**src/rtl/jtframe_sdram_arb_pkg.sv**
```systemverilog
// Shared types and constants for the SDRAM round-robin arbiter.
// The optional watchdog is enabled by defining JTFRAME_SDRAM_ARB_TIMEOUT_EN.
package jtframe_sdram_arb_pkg;

    typedef enum logic [1:0] {
        IDLE     = 2'd0,
        WAIT_ACK = 2'd1,
        WAIT_RDY = 2'd2
    } arb_state_e;

    localparam logic [7:0] WD_LIMIT = 8'd255;

    // Width of an index able to address n slots (at least one bit).
    function automatic int idx_width(input int n);
        return (n > 1) ? $clog2(n) : 1;
    endfunction

endpackage

```
**src/rtl/jtframe_sdram_arb_if.sv**
```systemverilog
// Link between the arbiter (master) and the SDRAM controller (slave).
interface jtframe_sdram_arb_if #(
    parameter int AW = 22
);
    logic          sdram_req;
    logic [AW-1:0] sdram_addr;
    logic [1:0]    sdram_bank;
    logic          sdram_ack;
    logic [31:0]   data_read;
    logic          data_rdy;
    logic          refresh_en;

    modport master (
        output sdram_req, sdram_addr, sdram_bank, refresh_en,
        input  sdram_ack, data_read, data_rdy
    );

    modport slave (
        input  sdram_req, sdram_addr, sdram_bank, refresh_en,
        output sdram_ack, data_read, data_rdy
    );
endinterface

```
**src/rtl/jtframe_rr_prio.sv**
```systemverilog
// Combinational round-robin picker: first requesting slot at or after ptr,
// wrapping modulo SLOTS.
module jtframe_rr_prio
    import jtframe_sdram_arb_pkg::*;
#(
    parameter int SLOTS = 4,
    parameter int IW    = idx_width(SLOTS)
) (
    input  logic [SLOTS-1:0] req,
    input  logic [IW-1:0]    ptr,
    output logic [IW-1:0]    winner,
    output logic             valid
);
    logic [IW-1:0] idx;

    // Scan from farthest to nearest so the nearest requester overwrites.
    always_comb begin
        winner = '0;
        valid  = 1'b0;
        idx    = '0;
        for (int k = SLOTS - 1; k >= 0; k--) begin
            idx = IW'((int'(ptr) + k) % SLOTS);
            if (req[idx]) begin
                winner = idx;
                valid  = 1'b1;
            end
        end
    end
endmodule

```
**src/rtl/jtframe_sdram_arb.sv**
```systemverilog
// Round-robin arbiter granting game slots single reads from one SDRAM port.
// Define JTFRAME_SDRAM_ARB_TIMEOUT_EN to add an 8-bit transaction watchdog.
//
// state    | meaning
// IDLE     | no transaction; may grant the next requester
// WAIT_ACK | sdram_req held high until the controller accepts
// WAIT_RDY | request accepted, waiting for read data
module jtframe_sdram_arb
    import jtframe_sdram_arb_pkg::*;
#(
    parameter int SLOTS = 4,
    parameter int AW    = 22
) (
    input  logic                clk_rom,
    input  logic                rst,
    input  logic                downloading,
    input  logic [SLOTS-1:0]    slot_req,
    input  logic [SLOTS*AW-1:0] slot_addr,
    input  logic [SLOTS*2-1:0]  slot_bank,
    output logic [SLOTS-1:0]    slot_ack,
    output logic [SLOTS-1:0]    slot_rdy,
    output logic [31:0]         slot_dout,
    output logic                busy,
    jtframe_sdram_arb_if.master sdram
);
    localparam int IW = idx_width(SLOTS);

    arb_state_e     state_q, state_d;
    logic [IW-1:0]  rr_q, rr_d;
    logic [IW-1:0]  winner_q, winner_d;
    logic           req_q, req_d;
    logic [AW-1:0]  addr_q, addr_d;
    logic [1:0]     bank_q, bank_d;
    logic [SLOTS-1:0] ack_q, ack_d;
    logic [SLOTS-1:0] rdy_q, rdy_d;
    logic [31:0]    dout_q, dout_d;
`ifdef JTFRAME_SDRAM_ARB_TIMEOUT_EN
    logic [7:0]     wd_q, wd_d;
`endif

    logic [IW-1:0]  pick;
    logic           pick_valid;
    logic [IW-1:0]  rr_next;

    jtframe_rr_prio #(.SLOTS(SLOTS), .IW(IW)) u_prio (
        .req    (slot_req),
        .ptr    (rr_q),
        .winner (pick),
        .valid  (pick_valid)
    );

    assign rr_next = (winner_q == IW'(SLOTS - 1)) ? '0 : winner_q + 1'b1;

    always_comb begin
        state_d  = state_q;
        rr_d     = rr_q;
        winner_d = winner_q;
        req_d    = req_q;
        addr_d   = addr_q;
        bank_d   = bank_q;
        ack_d    = '0;
        rdy_d    = '0;
        dout_d   = dout_q;
`ifdef JTFRAME_SDRAM_ARB_TIMEOUT_EN
        wd_d     = wd_q;
`endif
        case (state_q)
            IDLE: begin
                if (pick_valid && !downloading) begin
                    state_d  = WAIT_ACK;
                    winner_d = pick;
                    addr_d   = slot_addr[pick*AW +: AW];
                    bank_d   = slot_bank[pick*2 +: 2];
                    req_d    = 1'b1;
                end
            end
            WAIT_ACK: begin
                if (sdram.sdram_ack) begin
                    req_d           = 1'b0;
                    ack_d[winner_q] = 1'b1;
                    state_d         = WAIT_RDY;
                    // Fast controllers may return data in the accept cycle.
                    if (sdram.data_rdy) begin
                        rdy_d[winner_q] = 1'b1;
                        dout_d          = sdram.data_read;
                        rr_d            = rr_next;
                        state_d         = IDLE;
                    end
                end
            end
            WAIT_RDY: begin
                if (sdram.data_rdy) begin
                    rdy_d[winner_q] = 1'b1;
                    dout_d          = sdram.data_read;
                    rr_d            = rr_next;
                    state_d         = IDLE;
                end
            end
            default: state_d = IDLE;
        endcase
`ifdef JTFRAME_SDRAM_ARB_TIMEOUT_EN
        // Abort keeps rr so the same slot gets first chance on retry.
        if (state_q == IDLE) begin
            wd_d = WD_LIMIT;
        end else if (wd_q != 8'd0) begin
            wd_d = wd_q - 8'd1;
        end else if (state_d == state_q) begin
            state_d = IDLE;
            req_d   = 1'b0;
            if (state_q == WAIT_ACK) ack_d[winner_q] = 1'b1;
        end
`endif
    end

    always_ff @(posedge clk_rom) begin
        if (rst) begin
            state_q  <= IDLE;
            rr_q     <= '0;
            winner_q <= '0;
            req_q    <= 1'b0;
            addr_q   <= '0;
            bank_q   <= '0;
            ack_q    <= '0;
            rdy_q    <= '0;
            dout_q   <= '0;
`ifdef JTFRAME_SDRAM_ARB_TIMEOUT_EN
            wd_q     <= WD_LIMIT;
`endif
        end else begin
            state_q  <= state_d;
            rr_q     <= rr_d;
            winner_q <= winner_d;
            req_q    <= req_d;
            addr_q   <= addr_d;
            bank_q   <= bank_d;
            ack_q    <= ack_d;
            rdy_q    <= rdy_d;
            dout_q   <= dout_d;
`ifdef JTFRAME_SDRAM_ARB_TIMEOUT_EN
            wd_q     <= wd_d;
`endif
        end
    end

    assign slot_ack         = ack_q;
    assign slot_rdy         = rdy_q;
    assign slot_dout        = dout_q;
    assign busy             = (state_q != IDLE);
    assign sdram.sdram_req  = req_q;
    assign sdram.sdram_addr = addr_q;
    assign sdram.sdram_bank = bank_q;
    assign sdram.refresh_en = downloading | ((state_q == IDLE) & ~|slot_req);
endmodule
```
**src/flat_wrapper.sv**
```systemverilog
// flat-port wrapper written by rule: the top's interface ports become plain ports
module jtframe_sdram_arb_flat import jtframe_sdram_arb_pkg::*;
#(
    parameter int SLOTS = 4,
    parameter int AW    = 22
)
  (clk_rom, rst, downloading, slot_req, slot_addr, slot_bank, slot_ack, slot_rdy, slot_dout, busy, sdram_sdram_req, sdram_sdram_addr, sdram_sdram_bank, sdram_refresh_en, sdram_sdram_ack, sdram_data_read, sdram_data_rdy);
  jtframe_sdram_arb_if #(.AW(AW)) sdram_i ();
  input  logic clk_rom;
  input  logic rst;
  input  logic downloading;
  input  logic [SLOTS-1:0] slot_req;
  input  logic [SLOTS*AW-1:0] slot_addr;
  input  logic [SLOTS*2-1:0] slot_bank;
  output logic [SLOTS-1:0] slot_ack;
  output logic [SLOTS-1:0] slot_rdy;
  output logic [31:0] slot_dout;
  output logic busy;
  output wire logic [$bits(sdram_i.sdram_req)-1:0] sdram_sdram_req;
  output wire logic [$bits(sdram_i.sdram_addr)-1:0] sdram_sdram_addr;
  output wire logic [$bits(sdram_i.sdram_bank)-1:0] sdram_sdram_bank;
  output wire logic [$bits(sdram_i.refresh_en)-1:0] sdram_refresh_en;
  input wire logic [$bits(sdram_i.sdram_ack)-1:0] sdram_sdram_ack;
  input wire logic [$bits(sdram_i.data_read)-1:0] sdram_data_read;
  input wire logic [$bits(sdram_i.data_rdy)-1:0] sdram_data_rdy;
  assign sdram_sdram_req = sdram_i.sdram_req;
  assign sdram_sdram_addr = sdram_i.sdram_addr;
  assign sdram_sdram_bank = sdram_i.sdram_bank;
  assign sdram_refresh_en = sdram_i.refresh_en;
  assign sdram_i.sdram_ack = sdram_sdram_ack;
  assign sdram_i.data_read = sdram_data_read;
  assign sdram_i.data_rdy = sdram_data_rdy;
  jtframe_sdram_arb #(.SLOTS(SLOTS), .AW(AW)) u_core (.clk_rom(clk_rom), .rst(rst), .downloading(downloading), .slot_req(slot_req), .slot_addr(slot_addr), .slot_bank(slot_bank), .slot_ack(slot_ack), .slot_rdy(slot_rdy), .slot_dout(slot_dout), .busy(busy), .sdram(sdram_i));
endmodule
```
**config.mk**
```make
export PLATFORM = sky130hd
export DESIGN_NAME = jtframe_sdram_arb_flat
export DESIGN_NICKNAME = d
export VERILOG_FILES = /design/src/rtl/jtframe_sdram_arb_pkg.sv /design/src/rtl/jtframe_sdram_arb_if.sv /design/src/rtl/jtframe_rr_prio.sv /design/src/rtl/jtframe_sdram_arb.sv /design/src/flat_wrapper.sv
export SDC_FILE = /design/constraint.sdc
export NUM_CORES = 1
export LEC_CHECK = 0
export ABC_AREA = 0
export BUFFER_PORTS_ARGS = -buffer_cell sky130_fd_sc_hd__buf_4
export CAP_MARGIN = 10
export CORE_MARGIN = 2
export CORE_UTILIZATION = 37
export CTS_BUF_LIST = sky130_fd_sc_hd__clkbuf_2 sky130_fd_sc_hd__clkbuf_4 sky130_fd_sc_hd__clkbuf_8
export CTS_CLUSTER_DIAMETER = 150
export DETAILED_ROUTE_END_ITERATION = 10
export GPL_ROUTABILITY_DRIVEN = 0
export PLACE_DENSITY_LB_ADDON = 0.3
export SLEW_MARGIN = 20
export SYNTH_ARGS = -nofsm -noshare
export SYNTH_HDL_FRONTEND = slang
export SYNTH_SLANG_ARGS = --single-unit
```
**constraint.sdc**
```tcl
create_clock -name clk_rom -period 2 [get_ports clk_rom]
set_clock_uncertainty 0.15 [all_clocks]
set_input_delay 0.3 -clock clk_rom [delete_from_list [all_inputs] [get_ports clk_rom]]
set_output_delay 0.3 -clock clk_rom [all_outputs]
set_load 0.05 [all_outputs]
```
==> metrics.md <==
| Metric | Value |
|---|---|
| Worst setup SP type | flop |
| I/O pin count | ~200 |
| Sequential-to-total area share from yosys stat | 0.449 |
| Highest Clock Rate | around 530 MHz |
| Synth Flop Type | dfxtp_1 |
| Final HPWL DP | 7520 um |
| Rel. slew slack | 0.699 |
| Initial antenna violation count | 0 |
| CTS buffer count | 9 |
| Initial DRC Count | 89 |
| Pin count of the biggest net entering global routing | 44 |
| Die Area | 9300 um2 |
| Vias per cell | just under 5 |
| Number of synthesized flops with an enable pin | 0 |
| CTS clock-pin slew for the worst setup and hold paths | roughly 0.080 ns |
| Post-CTS Repair Setup Buffers | 0 |
| Status | complete, no violations |
| Crit path cell chain | inv_1 > ha_4 > inv_4 > nor3_4 > or3b_4 > buf_12 > o221ai_1 |
| Gr usage total | 0.194 |
| Routed length per instance | roughly 15 um |
| Post-synthesis register bit count | 71 |
| Die X-Extent | approximately 96 um |
| CP required | about 2.1 ns |
| Post-synth top cells | nand2_1, dfxtp_1, mux2i_1, a21oi_1, o221ai_1 |
| Critical Path Max Stage Delay | roughly 0.42 ns |
| Clk Tree Root Cell | clkbuf_8 |
| First-pass GRT wire length | ~14000 um |
| Number of global-route vias before repair | a little over 3000 |
| Vias | around 3300 |
| Synth top area share | 0.449 |
| Cell taking the most area after synthesis | dfxtp_1 |
| CTS tree | built |
| First-pass iteration count of the detailed router | 4 |
| Leakage power | 2.28 nW |
| Worst skew pair latency | 0.33 ns |
| Setup TNS | 0 ns |
| Area grow syn2layout | 62.0% |
| Endpoint class of the critical path | flop |
| Worst Hold Margin | about 0.053 ns |
| RSZ-0062 raised after global routing | no |
| Fin crit period | ~1.9 ns |
| DRT Wirelength | ~10000 um |
| Area of the core | just over 8000 um2 |
| Crit path arrival time | between 1.5 and 2 ns |
| Worst Path Max Fanout | 24 |
| Clock sinks | between 70 and 80 |
| Final antenna-violating net count | 0 |
| Setup CP Type | flop to flop |
| Hold WC Path Type | input port to flop |
| Final core area utilization | 0.621 |
| Slowest CP cell | or3b_4 |
| Nets | between 700 and 800 |
| Final worst path period share | 0.947 |
| Post-synthesis net count | 501 |
| Syn Inst Count | roughly 360 |
| DRC viols | 0 |
| Max-Cap Viols | 0 |
| Num rows | 33 |
| Yosys warns | 0 |
| Reg2Reg Setup Slack | 0.11 ns |
| Peak VDD IR | between 300 and 400 uV |
| Die H | around 96 um |
| Final Hold Violating Endpoints | 0 |
| CTS H-tree depth | 3 |
| Post-synthesis async set-or-reset flop share | 0 |
| Mean Syn Cell Area | between 8 and 9 um2 |
| Initial Util | 0.383 |
| Slew @ Worst Pin | approximately 0.45 ns |
| Number of port buffers | between 200 and 250 |
| Final setup margin | 0.107 ns |
| Ant. Diodes | 0 |
| Count leader, synth | nand2_1 |
| Finish-stage setup viols | 0 |
| Synth unique cells | 30 |
| Largest cells by area after synthesis | dfxtp_1, mux2i_1, nand2_1, o221ai_1, a21oi_1 |
| GR Overflow Total | 0 |
| Netlist Area Pre-Place | 3160 um2 |
| Share of cells above drive strength 1 | 0.424 |
| Final Max Tran Viols | 0 |
| Power per cell area | ~740 nW/um2 |
| Bufs on Longest Clock Path | 2 |
| DP Worst Slack | approximately 0.067 ns |
-- metal layers --
metal	global-route usage	share of wire
met4	0.0528	0.0087
met5	0	0
met2	0.355	0.54
met3	0.0652	0.072
met1	0.215	0.38
-- path summary, 6_finish.rpt --
kind	depth (start not counted)	startpoint	to
max	7	u_core.state_q[1]	u_core.sdram.sdram_addr[7]
min reg2reg	2	u_core.slot_dout[15]	u_core.slot_dout[15]
min	3	sdram_data_read[24]	u_core.slot_dout[24]
max reg2reg	7	u_core.state_q[1]	u_core.sdram.sdram_addr[7]
-- flip-flops by register name (all words and copies together), names as in the netlist --
signal                   flops
u_core.rr_q                  2
u_core.winner_q              2
u_core.state_q               2
u_core.sdram.sdram_bank      2
u_core.slot_ack              4
u_core.slot_dout            32
u_core.slot_rdy              4
u_core.sdram.sdram_req       1
u_core.sdram.sdram_addr     22
-- cells in the final DEF (no fill, tap or decap), types with 6 or more instances in the layout --
cell	count
inv_1	8
buf_4	209
nor2_1	9
mux2i_1	50
clkbuf_8	10
dfxtp_1	71
o221ai_1	24
nand2_1	93
ha_1	6
a21oi_1	39
-- stage by stage --
step	power (mW)	area, um2	instances
after floorplan	2.17	3170	357
after global placement	2.61	4890	654
after detailed placement	2.63	4890	654
after CTS	3.81	5100	671
after global routing	3.95	5120	671
final	3.78	5120	671
-- layout make-up --
| cell class | instances | area, um2 |
|---|---|---|
| clock inverters | 6 | 68.8 |
| fillers | 743 | 3130 |
| multi-input cells | 253 | 1640 |
| repair buffers | 216 | 1690 |
| flip-flops and latches | 71 | 1420 |
| clock buffers | 10 | 138 |
| well taps | 105 | 131 |
| inverters | 10 | 40.0 |
-- what timing repair did --
action                                  CTS  global route
hold endpoints to repair                  1             0
endpoints found under the setup margin    0            24
hold buffers                              1             0
gates resized for setup                   0             5
-- kinds of logic after synthesis --
| kind of cell | Yosys count | synth area share |
|---|---|---|
| buf+inv | 33 | 0.0451 |
| flops | 71 | 0.449 |
| simple gates | 122 | 0.168 |
| compound gates | 74 | 0.152 |
| fa+ha+maj | 7 | 0.0277 |
| mux | 50 | 0.158 |
-- report_power, final --
group	total, mW	switching (mW)	internal [mW]
clock network	1.17	0.556	0.617
logic	1.05	0.602	0.452
registers	1.55	0.0503	1.50
total	3.78	1.21	2.57
-- critical path, delay by kind of cell, from the launching register on --
| kind | cells | cell delay (ns) |
|---|---|---|
| buffers and inverters | 3 | 0.34 |
| adders and majority gates | 1 | 0.18 |
| AOI/OAI and AO/OA | 1 | 0.19 |
| and+or+nand+nor | 2 | 0.62 |
| DFF | 1 | 0.33 |
Note: power is estimated with default switching activity, not from simulation.
